$ cat config.mk
export PLATFORM = sky130hd
export DESIGN_NAME = mem_arbiter
export DESIGN_NICKNAME = d
export VERILOG_FILES = /design/src/rtl/mem_arbiter_pkg.sv /design/src/rtl/rr_arb2.sv /design/src/rtl/mem_arbiter.sv
export SDC_FILE = /design/constraint.sdc
export NUM_CORES = 1
export LEC_CHECK = 0
export CORE_ASPECT_RATIO = 1.2
export CORE_MARGIN = 4
export CORE_UTILIZATION = 49
export DETAILED_ROUTE_END_ITERATION = 7
export DONT_BUFFER_PORTS = 1
export PLACE_DENSITY = 0.61
export SETUP_SLACK_MARGIN = 0.02
export SKIP_CTS_REPAIR_TIMING = 1
export SYNTH_ARGS = -nofsm -noshare
export SYNTH_HDL_FRONTEND = slang
export SYNTH_SLANG_ARGS = --single-unit
$ cat constraint.sdc
create_clock -name clk -period 2.2 [get_ports clk]
set_clock_uncertainty 0.05 [all_clocks]
set_input_delay 0.33 -clock clk [delete_from_list [all_inputs] [get_ports clk]]
set_output_delay 0.33 -clock clk [all_outputs]
set_load 0.01 [all_outputs]
$ cat src/rtl/mem_arbiter_pkg.sv
// Shared types for the instruction/data memory arbiter: FSM states and grant encoding.
package mem_arbiter_pkg;

    typedef enum logic [1:0] {
        IDLE   = 2'd0,
        BUSY_I = 2'd1,
        BUSY_D = 2'd2
    } state_t;

    typedef enum logic {
        GNT_I = 1'b0,
        GNT_D = 1'b1
    } gnt_t;

    localparam int WAIT_W = 8;

endpackage

$ cat src/rtl/rr_arb2.sv
// Two-way round-robin pick: on a conflict the requester not named by last_grant wins.
module rr_arb2
    import mem_arbiter_pkg::*;
(
    input  logic       req_i,
    input  logic       req_d,
    input  gnt_t       last_grant,
    output logic [1:0] gnt
);

    // gnt[0] selects the instruction side, gnt[1] the data side.
    always_comb begin
        gnt = 2'b00;
        if (req_i && req_d) begin
            gnt = (last_grant == GNT_I) ? 2'b10 : 2'b01;
        end else if (req_i) begin
            gnt = 2'b01;
        end else if (req_d) begin
            gnt = 2'b10;
        end
    end

endmodule

$ cat src/rtl/mem_arbiter.sv
// Arbitrates one shared memory port between an instruction-fetch and a data requester,
// with round-robin conflict resolution and a bounded wait for the memory acknowledge.
module mem_arbiter
    import mem_arbiter_pkg::*;
#(
    parameter int ADDR_WIDTH = 32,
    parameter int TIMEOUT    = 255
) (
    input  logic                  clk,
    input  logic                  rst,
    input  logic                  i_ren,
    input  logic [ADDR_WIDTH-1:0] i_addr,
    output logic [31:0]           i_dout,
    output logic                  i_stall,
    output logic                  i_ack,
    input  logic                  d_ren,
    input  logic                  d_wen,
    input  logic [ADDR_WIDTH-1:0] d_addr,
    input  logic [31:0]           d_din,
    output logic [31:0]           d_dout,
    output logic                  d_stall,
    output logic                  d_ack,
    output logic                  mem_cs,
    output logic                  mem_ren,
    output logic                  mem_wen,
    output logic [ADDR_WIDTH-1:0] mem_addr,
    output logic [31:0]           mem_din,
    input  logic [31:0]           mem_dout,
    input  logic                  mem_ack,
    output logic                  err
);

    localparam logic [WAIT_W-1:0] TIMEOUT_LIM = TIMEOUT[WAIT_W-1:0];

    state_t                state;
    gnt_t                  last_grant;
    logic [WAIT_W-1:0]     wait_cnt;
    logic [ADDR_WIDTH-1:0] txn_addr;
    logic [31:0]           txn_din;
    logic                  txn_ren;
    logic                  txn_wen;
    logic [31:0]           i_dout_q;
    logic [31:0]           d_dout_q;
    logic                  d_req;
    logic                  busy;
    logic [1:0]            gnt;

    assign d_req = d_ren | d_wen;

    rr_arb2 u_rr_arb2 (
        .req_i      (i_ren),
        .req_d      (d_req),
        .last_grant (last_grant),
        .gnt        (gnt)
    );

    // The memory bus is only driven from the transaction register while in flight and out of reset.
    assign busy     = (state != IDLE) && !rst;
    assign mem_cs   = busy;
    assign mem_ren  = busy && txn_ren;
    assign mem_wen  = busy && txn_wen;
    assign mem_addr = busy ? txn_addr : '0;
    assign mem_din  = busy ? txn_din : '0;

    // A requester that withdrew mid-transaction gets no acknowledge.
    assign i_ack   = !rst && (state == BUSY_I) && mem_ack && i_ren;
    assign d_ack   = !rst && (state == BUSY_D) && mem_ack && d_req;
    assign i_stall = i_ren && !i_ack;
    assign d_stall = d_req && !d_ack;
    assign i_dout  = i_ack ? mem_dout : i_dout_q;
    assign d_dout  = d_ack ? mem_dout : d_dout_q;

    always_ff @(posedge clk) begin
        if (rst) begin
            state      <= IDLE;
            last_grant <= GNT_I;
            wait_cnt   <= '0;
            txn_addr   <= '0;
            txn_din    <= '0;
            txn_ren    <= 1'b0;
            txn_wen    <= 1'b0;
            i_dout_q   <= '0;
            d_dout_q   <= '0;
            err        <= 1'b0;
        end else begin
            err <= 1'b0;
            if (i_ack) i_dout_q <= mem_dout;
            if (d_ack) d_dout_q <= mem_dout;
            case (state)
                IDLE: begin
                    if (gnt[1]) begin
                        state      <= BUSY_D;
                        last_grant <= GNT_D;
                        wait_cnt   <= '0;
                        txn_addr   <= d_addr;
                        txn_din    <= d_din;
                        txn_ren    <= d_ren;
                        txn_wen    <= d_wen;
                    end else if (gnt[0]) begin
                        state      <= BUSY_I;
                        last_grant <= GNT_I;
                        wait_cnt   <= '0;
                        txn_addr   <= i_addr;
                        txn_din    <= '0;
                        txn_ren    <= 1'b1;
                        txn_wen    <= 1'b0;
                    end
                end
                BUSY_I, BUSY_D: begin
                    if (mem_ack) begin
                        state <= IDLE;
                    end else if (wait_cnt == TIMEOUT_LIM - 1'b1) begin
                        // Give up: the requester is still pending and will be re-arbitrated.
                        state    <= IDLE;
                        err      <= 1'b1;
                        wait_cnt <= TIMEOUT_LIM;
                    end else begin
                        wait_cnt <= wait_cnt + 1'b1;
                    end
                end
                default: state <= IDLE;
            endcase
        end
    end

endmodule

==> impl_results.md, run 1 <==
- Status: complete, but fails checks
- Violations in the final reports: negative setup slack
- Pre-CTS WS: 250.7 ps
- Fmax: 0.4488 GHz
- Switch Pwr: between 1500 and 2000 uW
- Post-route ant nets: 0
- Vias: between 4000 and 5000
- WL/cell: approximately 19 um
- Largest area contributor in the netlist: dfxtp_1
- R2R cell count: 7
- Via-per-instance ratio: 5.588
- Critical Path Fanout Max: 7
- Share of cells above drive strength 1: about a fifth
- CTS tree: done
- Largest net degree at the start of global routing: 80
- Power share of the sequential group: approximately 43%
- Worst R2R Setup Slack: ~310 ps
- Max VDD drop: around 460 uV
- Residual DRC count: 0
- Worst hold margin: 13.09 ps
- Number of synthesized register bits: 142
- Clock Latency Late Sink: 410 ps
- Core ar.: 0.01267 mm2
- Hold Path Stages: 2
- Min-delay src: d_din[26]
- EDFF count, synth: 0
- Vias in the first global route: ~4500
- RR Endpoint: wait_cnt[4]
- Leakage: approximately 0.0031 uW
- Post-synth ARST share: 0%
- Syn nets: roughly 800
- Root Buffer: clkbuf_16
- Share of the synthesized area in the top cell type: approximately 45%
- Syn_area_per_cell: approximately 9.6 um2
- HP Class: in2reg
- # setup viols final: 20
- N_diodes: 0
- Final worst setup slack: -28.27 ps
- WS Path Type: reg2out
- P&R area growth vs syn: 16.52%
- Die outline height: ~130 um
- Synthesis Warnings: 0
- Main synth FF type: dfxtp_1
- Final TNS setup: -345.5 ps
- Total power: between 6000 and 7000 uW
- Max-Cap Viols: 0
- DRT Pass-1 Iters: 4
- RePlAce Congestion: approximately 0.78
- Initial antenna violation count: 0
- Total CTS buffers: 17
- Nets: 800
- Min Tclk post-route: between 2000 and 2500 ps
- Synth Instances: between 600 and 700
- Sequential area share after synthesis: ~45%
- FP Rows: 45
- Start of the worst register-to-register path: state[1]
- First-pass GRT wire length: about 23 mm
- Post-synth cell types: 40
- Clock transition at the registers of the reported paths: roughly 60 ps
- Die area: approximately 0.015 mm2
- IO Port Bufs: 0
- Global route total overflow: 0
- GRT Total Usage: between 10% and 20%
- Sw Ratio: between 20% and 30%
- Clock Tree Buf Depth: 2
- Slew at the pin closest to its max-slew limit: approximately 540 ps
- Die W: approximately 110 um
- Int Pwr: just under 5000 uW
- Nature of the critical path endpoint: primary output
- Synth area leaders: dfxtp_1 (45%), and2_1 (13%), mux2_4 (6.8%)
- Slew headroom: 63.97%
- Unrepaired setup endpoints after global routing: yes
- Mapped Area: about 0.0064 mm2
- Crit share post-route: 101.3%
- Worst hold path endpoint: txn_din[26]
- Comb power frac: 17.3%
- Htree depth: 4
- Initial Utilization: between 50% and 60%
- Clock Power Share: about two fifths
- Clk sinks: 142
- Final slew viol count: 0
- # IOs: between 200 and 300
- CP required: between 1500 and 2000 ps
- Worst Setup Start Kind: register
- Final hold violations: 0
- Total wirelength of the detailed-routed design: ~16 mm
- Fill cells: ~1100
- CP arrival: around 1900 ps
- Pwr dens: a little over 900 mW/mm2
- Initial drt markers: ~310
- Detailed-placement wirelength estimate: roughly 10 mm
-- worst max path at each step --
stage                         from      endpoint  slack, ps  cells past startpoint
after global routing      state[0]    d_dout[16]       -110                      6
after global placement    state[0]    txn_din[0]        310                      6
after CTS                 state[0]     d_dout[0]       -180                      5
after detailed placement  state[0]    txn_din[0]        250                      6
after floorplan           state[0]  mem_addr[23]        400                      6
final                     state[0]    d_dout[10]        -30                      6
-- registers in the layout, summed over array words and instances (netlist names) --
| register | cells |
|---|---|
| d_dout_q | 32 |
| err | 1 |
| txn_addr | 32 |
| last_grant | 1 |
| i_dout_q | 32 |
| txn_ren | 1 |
| wait_cnt | 8 |
| txn_wen | 1 |
| state | 2 |
| txn_din | 32 |
-- cell type report --
class	count	area [um2]	area share, %
Clock buffer	19	432.9	5.839
Inverter	8	30.03	0.4050
Clock inverter	12	113.9	1.536
Tap cell	164	205.2	2.767
Timing Repair Buffer	29	436.7	5.889
Multi-Input combinational cell	463	3351	45.19
Sequential cell	142	2845	38.37
-- critical path, cell delays in order (launching register included) --
cell and delay [ps]:
dfxtp_2 320, inv_2 90, ha_4 130, nor4bb_4 190, buf_6 200, clkbuf_16 180, mux2_4 320
-- placed cells by master (no fill, tap or decap), drive strengths merged, types with 2 or more instances in the layout --
master	synthesis	final
dlygate4sd3	0	3
and3	3	3
nor3	4	4
nand2	43	43
buf	19	20
mux2i	32	32
a21oi	43	43
inv	7	10
a211oi	32	32
nand4	2	2
ha	5	5
and2	131	131
mux2	64	64
o2bb2ai	3	3
nand3	37	37
clkinv	1	5
o32ai	2	2
dfxtp	142	142
a31oi	2	2
o21ai	8	8
clkbuf	33	25
clkinvlp	0	4
nor2	40	40
-- Yosys cell counts, types with 2 or more instances --
cell,number
nand2_1,43
nor3_1,4
o2bb2ai_1,3
buf_2,15
o32ai_1,2
o21ai_0,8
a211oi_1,32
mux2_2,32
buf_6,3
ha_1,5
dfxtp_1,142
a31oi_1,2
nor2_1,40
a21oi_1,42
mux2i_1,32
clkbuf_1,32
mux2_1,3
and3_1,3
mux2_4,29
inv_1,7
and2_1,131
nand3_1,37
-- layer usage --
layer / vias up / global-route usage (%) / routed length [um]
met5: - / 0 / 0
met3: 21 / 7.777 / 1542
met2: 222 / 30.70 / 7789
li1: 2267 / - / -
met4: 0 / 8.350 / 315
met1: 2167 / 22.92 / 6339
-- metrics by stage --
step / cell area [um2] / instances / util, %
5_1_grt: 7415 / 837 / 58.53
3_5_place_dp: 6538 / 790 / 51.60
4_1_cts: 7084 / 821 / 55.92
6_report: 7415 / 837 / 58.53
3_3_place_gp: 6538 / 790 / 51.60
2_1_floorplan: 6364 / 665 / -
-- logic make-up (layout without fill, tap and decap cells) --
| family | after synthesis | in the layout | share of synthesized area (%) |
|---|---|---|---|
| compound gates | 96 | 96 | 9.595 |
| fa+ha+maj | 5 | 5 | 0.9831 |
| buf+inv | 60 | 68 | 4.267 |
| flops | 142 | 142 | 44.67 |
| mux | 96 | 96 | 18.07 |
| simple gates | 266 | 266 | 22.41 |
-- power groups by stage --
stage | Clock (uW) | Combinational, uW | Sequential (uW)
after detailed placement | 0 | 1070 | 2940
after global routing | 2840 | 1280 | 2920
after CTS | 2720 | 1070 | 2890
final | 2660 | 1160 | 2900
after global placement | 0 | 1050 | 2930
after floorplan | 0 | 873 | 2910
Note: power is estimated with default switching activity, not from simulation.
==> inputs of run 2 (changes only) <==
PLACE_DENSITY = 0.7   (was 0.61)
==> run 2 against run 1 <==
Effect of this change:
- the run still ends with negative setup slack left
- sequential power about the same
- combinational power up 16%
- first-iteration DRC count up 2.2%
- utilization up 2.7 points
- maximum frequency down 1.4%
- die area unchanged
- sequential share of layout area down 1.7 points
- largest power group is now the clock network
==> impl_results.md, run 2 (synthesis gave the netlist of run 1 again) <==
- CP arrival: 1880 ps (+30 ps)
- Root Buffer: clkbuf_16
- Status: complete, but fails checks
- Final Non-Filler Cells: 841 (+0.48%)
- Vias in the first global route: 4684 (+4.9%)
- Die outline height: 132.8 um (unchanged)
- Initial antenna violation count: 0 (unchanged)
- Fmax: 0.4423 GHz (-1.4%)
- Htree depth: 4 (unchanged)
- Min Tclk post-route: 2261 ps (+32.69 ps)
- Final TNS setup: -1646 ps (-1300 ps)
- Nets: 803 (+0.38%)
- Nature of the critical path endpoint: primary output
- Detailed-placement wirelength estimate: 10.95 mm (+5.5%)
- FP Rows: 45 (unchanged)
- GRT Total Usage: 20.01% (+0.76 points)
- RePlAce Congestion: 0.7876 (+0.51%)
- Max-Cap Viols: 0 (unchanged)
- Final slew viol count: 0 (unchanged)
- Residual DRC count: 0 (unchanged)
- Clock Tree Buf Depth: 2 (unchanged)
- Die area: 0.01488 mm2 (unchanged)
- Post-layout util: 61.25% (+2.7 points)
- Total CTS buffers: 17 (unchanged)
- Die W: 112.0 um (unchanged)
- Largest net degree at the start of global routing: 80 (unchanged)
- Share of cells above drive strength 1: 30.13% (+10 points)
- Commonest non-fill, non-tap cell in the layout: dfxtp_1
- Final hold violations: 0 (unchanged)
- Slew headroom: 62.30% (-1.7 points)
- # setup viols final: 64 (+220%)
- # IOs: 270 (unchanged)
- Clock transition at the registers of the reported paths: 70 ps (about the same)
- Worst Setup Start Kind: register
- Max VDD drop: 611.5 uV (+32%)
- Pwr dens: 947.8 mW/mm2 (+4.7%)
- Area of the multi-input gates: 0.003500 mm2 (+4.4%)
- CP required: 1820 ps (about the same)
- Clock Latency Late Sink: 400 ps (about the same)
- P&R area growth vs syn: 21.94%
- Initial drt markers: 319 (+2.2%)
- Placed insts: 792 (+0.25%)
- Vias: 4739 (+1.3%)
- Crit share post-route: 102.8% (+1.5 points)
- Fill cells: 1043 (-5.6%)
- N_diodes: 0 (unchanged)
- HP Class: in2reg
- Critical Path Fanout Max: 6 (-1)
- Global route total overflow: 0 (unchanged)
- Unrepaired setup endpoints after global routing: yes
- First-pass GRT wire length: 24.38 mm (+4.2%)
- Worst hold margin: 15.52 ps (+2.434 ps)
- Commonest cells after routing, fill and taps aside: dfxtp_1 (140), and2_4 (66), and2_1 (65)
- Leakage: 0.003300 uW (+5.9%)
- Via-per-instance ratio: 5.635 (+0.84%)
- Total wirelength of the detailed-routed design: 17.08 mm (+6.9%)
- CTS tree: done
- IO Port Bufs: 0 (unchanged)
- DRT Pass-1 Iters: 4 (unchanged)
- Core ar.: 0.01267 mm2 (unchanged)
- WS Path Type: reg2out
- Post-route ant nets: 0 (unchanged)
- Slew at the pin closest to its max-slew limit: 563.4 ps (+27.04 ps)
- WL/cell: 20.31 um (+6.4%)
- Initial Utilization: 50.23% (unchanged)
- Clk sinks: 142 (unchanged)
- FF+latch area: 0.002848 mm2 (about the same)
- Violations in the final reports: negative setup slack
- Final worst setup slack: -60.96 ps (-32.69 ps)
## run 2: cell count changes in the layout (fill, tap and decap cells not counted), sizes merged
cell	before	now
inv	10	14
dlygate4sd3	3	0
clkinvlp	4	1
bufinv	1	3
buf	20	24
## run 2: through the flow
step	total power, uW	setup WS, ps	instance area, um2
after detailed placement	4028	271.9	6553
final	7355	-60.96	7760
after global placement	3980	315.6	6553
after CTS	7136	-167.2	7202
after floorplan	3786	395.7	6364
after global routing	7708	-136.5	7760
## run 2: critical path, cell delays in order, from the launching register on
cell and delay [ps]:
dfxtp_2 320, inv_2 80, ha_4 130, nor4bb_4 240, buf_6 180, clkbuf_16 180, mux2_4 330
## run 2: power by group
| group | switching (uW) | internal [uW] | total (uW) |
|---|---|---|---|
| Combinational | 743 | 593 | 1340 |
| Clock | 1250 | 1860 | 3110 |
| Sequential | 116 | 2790 | 2910 |
## run 2: path summary, 6_finish.rpt
path | cells past startpoint | startpoint | end | slack [ps]
worst max-delay path | 6 | state[0] | d_dout[30] | -60
worst min-delay path | 2 | d_din[2] | txn_din[2] | 20
worst max register to register | 6 | state[1] | wait_cnt[5] | 310
worst min register to register | 2 | txn_din[8] | txn_din[8] | 400
## run 2: final cells by class
cell class | count | share of cell area, %
clock inverter | 15 | 2.886
sequential | 142 | 36.70
multi-input combinational | 463 | 45.10
clock buffer | 17 | 5.482
timing repair buffer | 32 | 6.804
inverter | 8 | 0.3870
tap | 164 | 2.644
## run 2: per-layer routing
metal | global-route usage, % | routed length [um]
met2 | 32.53 | 8466
met3 | 8.051 | 1814
met4 | 7.148 | 284
met5 | 0 | 0
met1 | 23.98 | 6517
==> inputs of run 3 (changes only) <==
CTS_CLUSTER_DIAMETER = 150   (was default)
==> results of run 3 <==
Same layout as run 2: the final DEF is identical, and so are final timing and power.
